## src/rtl/dp_controller_if.sv

```systemverilog
// dp_controller_if: instruction handshake, datapath status and datapath control bundle
//   master: instruction source (drives instr, instr_valid, status_in)
//   slave : dp_controller (drives instr_ready, done, illegal and every datapath control)
interface dp_controller_if;
  logic [31:0] instr;
  logic        instr_valid;
  logic        instr_ready;
  logic [31:0] status_in;
  logic        done;
  logic        illegal;
  logic [3:0]  w_addr;
  logic [3:0]  A_addr;
  logic [3:0]  B_addr;
  logic [3:0]  shift_addr;
  logic        w_en;
  logic        en_A;
  logic        en_B;
  logic        en_S;
  logic        en_status;
  logic        sel_shift;
  logic        sel_A;
  logic        sel_B;
  logic [1:0]  shift_op;
  logic [31:0] shift_imme;
  logic [31:0] imme_data;
  logic [2:0]  ALU_op;
  modport master (
    output instr, instr_valid, status_in,
    input  instr_ready, done, illegal, w_addr, A_addr, B_addr, shift_addr,
           w_en, en_A, en_B, en_S, en_status, sel_shift, sel_A, sel_B,
           shift_op, shift_imme, imme_data, ALU_op
  );
  modport slave (
    input  instr, instr_valid, status_in,
    output instr_ready, done, illegal, w_addr, A_addr, B_addr, shift_addr,
           w_en, en_A, en_B, en_S, en_status, sel_shift, sel_A, sel_B,
           shift_op, shift_imme, imme_data, ALU_op
  );
endinterface

```

## src/rtl/dp_controller.sv

```systemverilog
// dp_controller: IDLE->DECODE->LOAD->EXEC sequencer driving the ARM32 datapath controls
//   clk   : rising-edge clock shared with the datapath
//   rst_n : asynchronous active-low reset
//   bus   : dp_controller_if.slave (instruction handshake, status_in, done/illegal, controls)
module dp_controller (
  input logic          clk,
  input logic          rst_n,
  dp_controller_if.slave bus
);
  localparam logic [1:0] IDLE   = 2'd0;
  localparam logic [1:0] DECODE = 2'd1;
  localparam logic [1:0] LOAD   = 2'd2;
  localparam logic [1:0] EXEC   = 2'd3;
  logic [1:0]  state;
  logic [31:0] ir;
  logic        done_q, illegal_q;
  logic [3:0]  cond, opc;
  logic        imm, s_bit, is_cmp, is_mov, op_ok, cond_ok, bad, pass;
  logic        n, z, v, ld, ex, le, op2;
  logic [2:0]  alu;
  logic [31:0] imm8, rot;
  logic [4:0]  rot_amt;
  assign cond    = ir[31:28];
  assign opc     = ir[24:21];
  assign imm     = ir[25];
  assign s_bit   = ir[20];
  assign is_cmp  = opc == 4'b1010;
  assign is_mov  = opc == 4'b1101;
  assign op_ok   = opc inside {4'b0000, 4'b0001, 4'b0010, 4'b0100, 4'b1010, 4'b1100, 4'b1101};
  assign cond_ok = cond inside {4'b0000, 4'b0001, 4'b1010, 4'b1011, 4'b1110};
  assign bad     = !op_ok || !cond_ok || ir[27:26] != 2'b00 || (!imm && ir[4] && ir[7]);
  assign n       = bus.status_in[31];
  assign z       = bus.status_in[30];
  assign v       = bus.status_in[28];
  assign pass    = cond == 4'b0000 ? z :
                   cond == 4'b0001 ? !z :
                   cond == 4'b1010 ? n == v :
                   cond == 4'b1011 ? n != v : 1'b1;
  assign alu     = opc == 4'b0000 ? 3'b010 :
                   opc == 4'b0001 ? 3'b100 :
                   opc == 4'b0010 ? 3'b001 :
                   opc == 4'b1010 ? 3'b001 :
                   opc == 4'b1100 ? 3'b011 : 3'b000;
  // rotate-right of the 8-bit immediate; a zero amount shifts the left term fully out
  assign imm8    = {24'b0, ir[7:0]};
  assign rot_amt = {ir[11:8], 1'b0};
  assign rot     = (imm8 >> rot_amt) | (imm8 << (6'd32 - {1'b0, rot_amt}));
  always_ff @(posedge clk or negedge rst_n)
    if (!rst_n) begin
      state     <= IDLE;
      ir        <= '0;
      done_q    <= 1'b0;
      illegal_q <= 1'b0;
    end else begin
      done_q    <= 1'b0;
      illegal_q <= 1'b0;
      case (state)
        IDLE:   if (bus.instr_valid) begin
                  ir    <= bus.instr;
                  state <= DECODE;
                end
        DECODE: if (bad || !pass) begin
                  state     <= IDLE;
                  done_q    <= 1'b1;
                  illegal_q <= bad;
                end else
                  state <= LOAD;
        LOAD:   state <= EXEC;
        EXEC:   begin
                  state  <= IDLE;
                  done_q <= 1'b1;
                end
      endcase
    end
  // operand fetch controls are held from LOAD through EXEC; register operand 2 only when I=0
  assign ld  = state == LOAD;
  assign ex  = state == EXEC;
  assign le  = ld || ex;
  assign op2 = le && !imm;
  assign bus.instr_ready = state == IDLE;
  assign bus.done        = done_q;
  assign bus.illegal     = illegal_q;
  assign bus.A_addr      = le  ? ir[19:16] : 4'd0;
  assign bus.B_addr      = op2 ? ir[3:0]   : 4'd0;
  assign bus.shift_addr  = op2 ? ir[11:8]  : 4'd0;
  assign bus.shift_op    = op2 ? ir[6:5]   : 2'd0;
  assign bus.shift_imme  = op2 ? {27'b0, ir[11:7]} : 32'd0;
  assign bus.sel_shift   = op2 && ir[4];
  assign bus.en_A        = ld;
  assign bus.en_B        = ld;
  assign bus.en_S        = ld;
  assign bus.ALU_op      = ex ? alu : 3'd0;
  assign bus.sel_A       = ex && is_mov;
  assign bus.sel_B       = ex && imm;
  assign bus.imme_data   = ex && imm ? rot : 32'd0;
  assign bus.w_addr      = ex ? ir[15:12] : 4'd0;
  assign bus.w_en        = ex && !is_cmp;
  assign bus.en_status   = ex && (s_bit || is_cmp);
endmodule

```

## src/flat_wrapper.sv

```systemverilog
// flat-port wrapper written by rule: the top's interface ports become plain ports
module dp_controller_flat 
  (clk, rst_n, bus_instr, bus_instr_valid, bus_status_in, bus_instr_ready, bus_done, bus_illegal, bus_w_addr, bus_A_addr, bus_B_addr, bus_shift_addr, bus_w_en, bus_en_A, bus_en_B, bus_en_S, bus_en_status, bus_sel_shift, bus_sel_A, bus_sel_B, bus_shift_op, bus_shift_imme, bus_imme_data, bus_ALU_op);
  dp_controller_if bus_i ();
  input logic clk;
  input logic rst_n;
  input wire logic [$bits(bus_i.instr)-1:0] bus_instr;
  input wire logic [$bits(bus_i.instr_valid)-1:0] bus_instr_valid;
  input wire logic [$bits(bus_i.status_in)-1:0] bus_status_in;
  output wire logic [$bits(bus_i.instr_ready)-1:0] bus_instr_ready;
  output wire logic [$bits(bus_i.done)-1:0] bus_done;
  output wire logic [$bits(bus_i.illegal)-1:0] bus_illegal;
  output wire logic [$bits(bus_i.w_addr)-1:0] bus_w_addr;
  output wire logic [$bits(bus_i.A_addr)-1:0] bus_A_addr;
  output wire logic [$bits(bus_i.B_addr)-1:0] bus_B_addr;
  output wire logic [$bits(bus_i.shift_addr)-1:0] bus_shift_addr;
  output wire logic [$bits(bus_i.w_en)-1:0] bus_w_en;
  output wire logic [$bits(bus_i.en_A)-1:0] bus_en_A;
  output wire logic [$bits(bus_i.en_B)-1:0] bus_en_B;
  output wire logic [$bits(bus_i.en_S)-1:0] bus_en_S;
  output wire logic [$bits(bus_i.en_status)-1:0] bus_en_status;
  output wire logic [$bits(bus_i.sel_shift)-1:0] bus_sel_shift;
  output wire logic [$bits(bus_i.sel_A)-1:0] bus_sel_A;
  output wire logic [$bits(bus_i.sel_B)-1:0] bus_sel_B;
  output wire logic [$bits(bus_i.shift_op)-1:0] bus_shift_op;
  output wire logic [$bits(bus_i.shift_imme)-1:0] bus_shift_imme;
  output wire logic [$bits(bus_i.imme_data)-1:0] bus_imme_data;
  output wire logic [$bits(bus_i.ALU_op)-1:0] bus_ALU_op;
  assign bus_i.instr = bus_instr;
  assign bus_i.instr_valid = bus_instr_valid;
  assign bus_i.status_in = bus_status_in;
  assign bus_instr_ready = bus_i.instr_ready;
  assign bus_done = bus_i.done;
  assign bus_illegal = bus_i.illegal;
  assign bus_w_addr = bus_i.w_addr;
  assign bus_A_addr = bus_i.A_addr;
  assign bus_B_addr = bus_i.B_addr;
  assign bus_shift_addr = bus_i.shift_addr;
  assign bus_w_en = bus_i.w_en;
  assign bus_en_A = bus_i.en_A;
  assign bus_en_B = bus_i.en_B;
  assign bus_en_S = bus_i.en_S;
  assign bus_en_status = bus_i.en_status;
  assign bus_sel_shift = bus_i.sel_shift;
  assign bus_sel_A = bus_i.sel_A;
  assign bus_sel_B = bus_i.sel_B;
  assign bus_shift_op = bus_i.shift_op;
  assign bus_shift_imme = bus_i.shift_imme;
  assign bus_imme_data = bus_i.imme_data;
  assign bus_ALU_op = bus_i.ALU_op;
  dp_controller u_core (.clk(clk), .rst_n(rst_n), .bus(bus_i));
endmodule
```

## config.mk

```make
export PLATFORM = sky130hd
export DESIGN_NAME = dp_controller_flat
export DESIGN_NICKNAME = d
export VERILOG_FILES = /design/src/rtl/dp_controller_if.sv /design/src/rtl/dp_controller.sv /design/src/flat_wrapper.sv
export SDC_FILE = /design/constraint.sdc
export NUM_CORES = 1
export LEC_CHECK = 0
export ABC_AREA = 0
export BUFFER_PORTS_ARGS = -buffer_cell sky130_fd_sc_hd__buf_2
export CORE_MARGIN = 3
export CORE_UTILIZATION = 45
export CTS_CLUSTER_SIZE = 20
export DETAILED_ROUTE_END_ITERATION = 10
export GPL_TIMING_DRIVEN = 0
export PLACE_DENSITY = 0.8
export SETUP_SLACK_MARGIN = 0.15
export SYNTH_ARGS = -nofsm -noshare
export SYNTH_HDL_FRONTEND = slang
export SYNTH_SLANG_ARGS = --single-unit
```

## constraint.sdc

```tcl
create_clock -name clk -period 2.4 [get_ports clk]
set_clock_uncertainty 0.05 [all_clocks]
set_input_delay 0.12 -clock clk [delete_from_list [all_inputs] [get_ports clk]]
set_output_delay 0.12 -clock clk [all_outputs]
set_load 0.05 [all_outputs]
```

==> results.md <==
* Net Sw Power at between 1.5 and 2 mW
* Die area at roughly 7000 um^2
* Net Sw Frac at 0.467
* Core area at ~6000 um^2
* Routed length per instance at 17.1 um
* Most used DFF post-synth: dfrtp_1
* Post-route ant nets at 0
* IO Count at approximately 160
* Hold path depth at 3
* Register bit total from synthesis at 36
* Critical setup path kind: flip-flop to output pin
* # H-tree levels at 2
* Clock transition at path regs at about 60 ps
* Drt drc at 0
* Hold_sp: bus_instr_valid
* Final instance area at roughly 4500 um^2
* Starting Density at 0.469
* Crit start category: flip-flop
* Run status: finished, final reports clean
* Reg-to-Reg End: u_core.ir[19]$_DFFE_PN0P_
* Vias post-DR at 3029
* CP endpoint kind: output pin
* Final nets at between 500 and 600
* Area grow syn2layout at 60.0%
* Iteration-0 DRC Markers at ~350
* First-pass GRT wire length at approximately 14000 um
* Post-synthesis cell type count at 53
* Antenna Cells at 0
* Clock tree buffer depth at 2
* Placed Area at between 3000 and 4000 um^2
* Drt first pass iters at 5
* Clock power share at 0.111
* Vias in the first global route at about 3000
* EDFF count, synth at 0
* Pwr dens at between 900 and 1000 nW/um^2
* Reg2Reg Depth at 5
* Fillers at 400
* Multi-input logic area at 1970 um^2
* Max cap viols at 0
* Register area at ~900 um^2
* Row count at 28
* DIE WIDTH at about 85 um
* Worst slew pin tran at ~770 ps
* Critical Path RT at 2230 ps
* CTS tree: done
* Fmax at between 0.4 and 0.5 GHz
* Core Util, Final at 0.751
* Final period util at 1.00
* Seq pwr share at 0.243
* Clock sink total at 36
* Setup TNS at 0 ps
* WP data arrival at roughly 2200 ps
* Synth Area per Inst at between 8 and 9 um^2
* Flop-to-flop setup slack at around 600 ps
* Internal at 2.21 mW
* Share of post-route cells with drive strength above 1 at 0.581
* Vias/cell at 5.49
* Comb power frac at 0.646
* RSZ-0062 raised after global routing: true
* Leak at roughly 2.1 nW
* Detailed placement HPWL at 5950 um
* GRT Resource Usage Total at 0.237
* Min cycle time layout at about 2400 ps
* VDD IR max at approximately 0.66 mV
* Num CTS Buffers at 5
* GRT overflow at 0
* Async set-reset flop share out of synthesis at 1.00
* Clock Root Buffer: clkbuf_8
* Ys Warns at 0
* Count of pins over their slew limit at 0
* Min-Delay Path Class: input pin to flip-flop
* Initial antenna violation count at 0
* Fin. Hold Viols at 0
* Mapped Area at about 2800 um^2
* Slew margin rel. at 0.484
* # setup viols final at 0
* Sequential area share after synthesis at 0.322
* Post-Synthesis Cells at ~310
* GPL Wtd Cong at between 0.8 and 0.9
* Hold Path End: u_core.state[0]$_DFFE_PN0P_
* Chip height at approximately 85 um
* CP Max Fanout at 8
* Worst-Skew Late Latency at 290 ps
* Post-Route WL at between 9000 and 10000 um
* Largest net degree at the start of global routing at 37
* IO Port Bufs at ~110
## sequential cells by signal, summed over array words and instances (netlist names), named ones only
| register | flops |
|---|---|
| u_core.bus.done | 1 |
| u_core.bus.illegal | 1 |
| u_core.ir | 32 |
| u_core.state | 1 |
## layout make-up
type	count	share of cell area
well taps	75	0.0210
multi-input cells	244	0.441
repair buffers	131	0.213
inverters	6	0.00784
flip-flops and latches	36	0.202
plain buffers	53	0.0938
clock buffers	7	0.0216
## placed cells by master, fill, tap and decap left out, types with 3 or more instances in the layout
cell type | Yosys | layout
buf_2 | 9 | 79
buf_4 | 34 | 53
dfrtp_1 | 36 | 36
buf_6 | 3 | 29
conb_1 | 1 | 27
mux2_2 | 29 | 25
nand2_1 | 23 | 23
nor2_1 | 34 | 21
and2_1 | 17 | 17
nor2_2 | 0 | 10
clkbuf_8 | 0 | 8
o21ai_2 | 2 | 8
dlygate4sd3_1 | 0 | 7
and3_1 | 6 | 6
mux2i_1 | 8 | 6
o22ai_4 | 0 | 6
nand2b_1 | 7 | 6
o21ai_0 | 16 | 6
a21oi_1 | 8 | 6
buf_8 | 0 | 5
nor3_1 | 7 | 4
mux2_4 | 0 | 4
o22ai_2 | 1 | 4
mux2_1 | 4 | 4
clkbuf_1 | 7 | 3
nor2b_1 | 3 | 3
clkbuf_2 | 0 | 3
o21ai_1 | 1 | 3
nor3_2 | 2 | 3
or2_2 | 3 | 3
nor2_4 | 0 | 3
## cell usage after synthesis, types with 2 or more instances
master	number	share of area
nand2b_1	7	0.016
inv_1	6	0.0081
nor2b_1	3	0.0067
nor3_2	2	0.0072
mux2i_1	8	0.029
buf_6	3	0.012
a211oi_1	2	0.0054
and3_1	6	0.013
dfrtp_1	36	0.32
o22ai_1	9	0.020
nor2_1	34	0.046
buf_4	34	0.091
and2_1	17	0.038
a21oi_1	8	0.014
buf_2	9	0.016
o21ai_2	2	0.0063
nand4b_1	2	0.0063
a31oi_1	3	0.0067
or2_2	3	0.0067
clkbuf_1	7	0.0094
nand3_1	3	0.0054
mux2_1	4	0.016
nand2_1	23	0.031
o21ai_0	16	0.029
o2111ai_1	2	0.0063
nor4_1	2	0.0045
mux2_2	29	0.12
nor3_1	7	0.013
xnor2_1	2	0.0063
## cells by family after synthesis
family / after synthesis / share of synthesized area
AND/OR/NAND/NOR: 118 / 0.224
other: 1 / 0.00134
XOR/XNOR: 5 / 0.0233
AO/OA/AOI/OAI: 52 / 0.126
buffers and inverters: 59 / 0.137
multiplexers: 41 / 0.162
adder cells (fa/ha/maj): 1 / 0.00448
flip-flops: 36 / 0.322
## critical path, stage by stage, from the launching register on
cell and delay [ps]:
dfrtp_1 390, clkbuf_8 150, inv_6 60, ha_4 200, buf_8 130, buf_8 140
buf_8 140, nand4b_1 190, buf_6 180, o22ai_4 180, buf_6 190
## power by group through the flow
stage	Clock, mW	Sequential, mW	Combinational (mW)
floorplan	0	0.957	1.54
finish	0.460	1.01	2.68
global route	0.484	1.03	2.83
global placement	0	0.983	1.82
CTS	0.465	0.985	2.29
detailed placement	0	0.997	1.88
## layer usage
| layer | share of wire | up-vias | routed length [um] | GRT usage |
|---|---|---|---|---|
| met5 | 0 | - | 0 | 0 |
| met4 | 0.046 | 0 | 434 | 0.128 |
| met3 | 0.089 | 57 | 835 | 0.0481 |
| met2 | 0.50 | 214 | 4690 | 0.394 |
| met1 | 0.37 | 1406 | 3460 | 0.288 |
| li1 | - | 1352 | - | - |
## through the flow
stage / power [mW] / hold slack, ps / worst slack [ps] / std cells
6_report: 4.15 / 4.95 / 0.706 / 552
5_1_grt: 4.34 / 19.3 / -59.1 / 552
4_1_cts: 3.74 / 3.96 / 58.1 / 545
3_5_place_dp: 2.88 / 185 / -138 / 520
3_3_place_gp: 2.81 / 197 / -100 / 520
2_1_floorplan: 2.50 / -226 / 105 / 339
## how the worst max path moves through the flow
stage	start	to	slack, ps	cells after the start
after floorplan	u_core.ir[9]$_DFFE_PN0P_	bus_imme_data[18]	110	8
after global placement	u_core.ir[9]$_DFFE_PN0P_	bus_imme_data[0]	-100	9
after detailed placement	u_core.ir[9]$_DFFE_PN0P_	bus_imme_data[0]	-140	9
after CTS	u_core.ir[9]$_DFFE_PN0P_	bus_imme_data[9]	60	9
after global routing	u_core.ir[8]$_DFFE_PN0P_	bus_imme_data[29]	-60	11
final	u_core.ir[9]$_DFFE_PN0P_	bus_imme_data[3]	0.7	10
## repair_timing
action                                 4_1_cts  5_1_grt
gates cloned                                 1        0
buffers inserted                            10        7
endpoints found under the hold margin       42        0
pin swaps                                   15        8
setup endpoints to repair                   32       32
hold buffers                                 7        0
gates resized for setup                     83       39
Power figures use the tool's default switching activity.
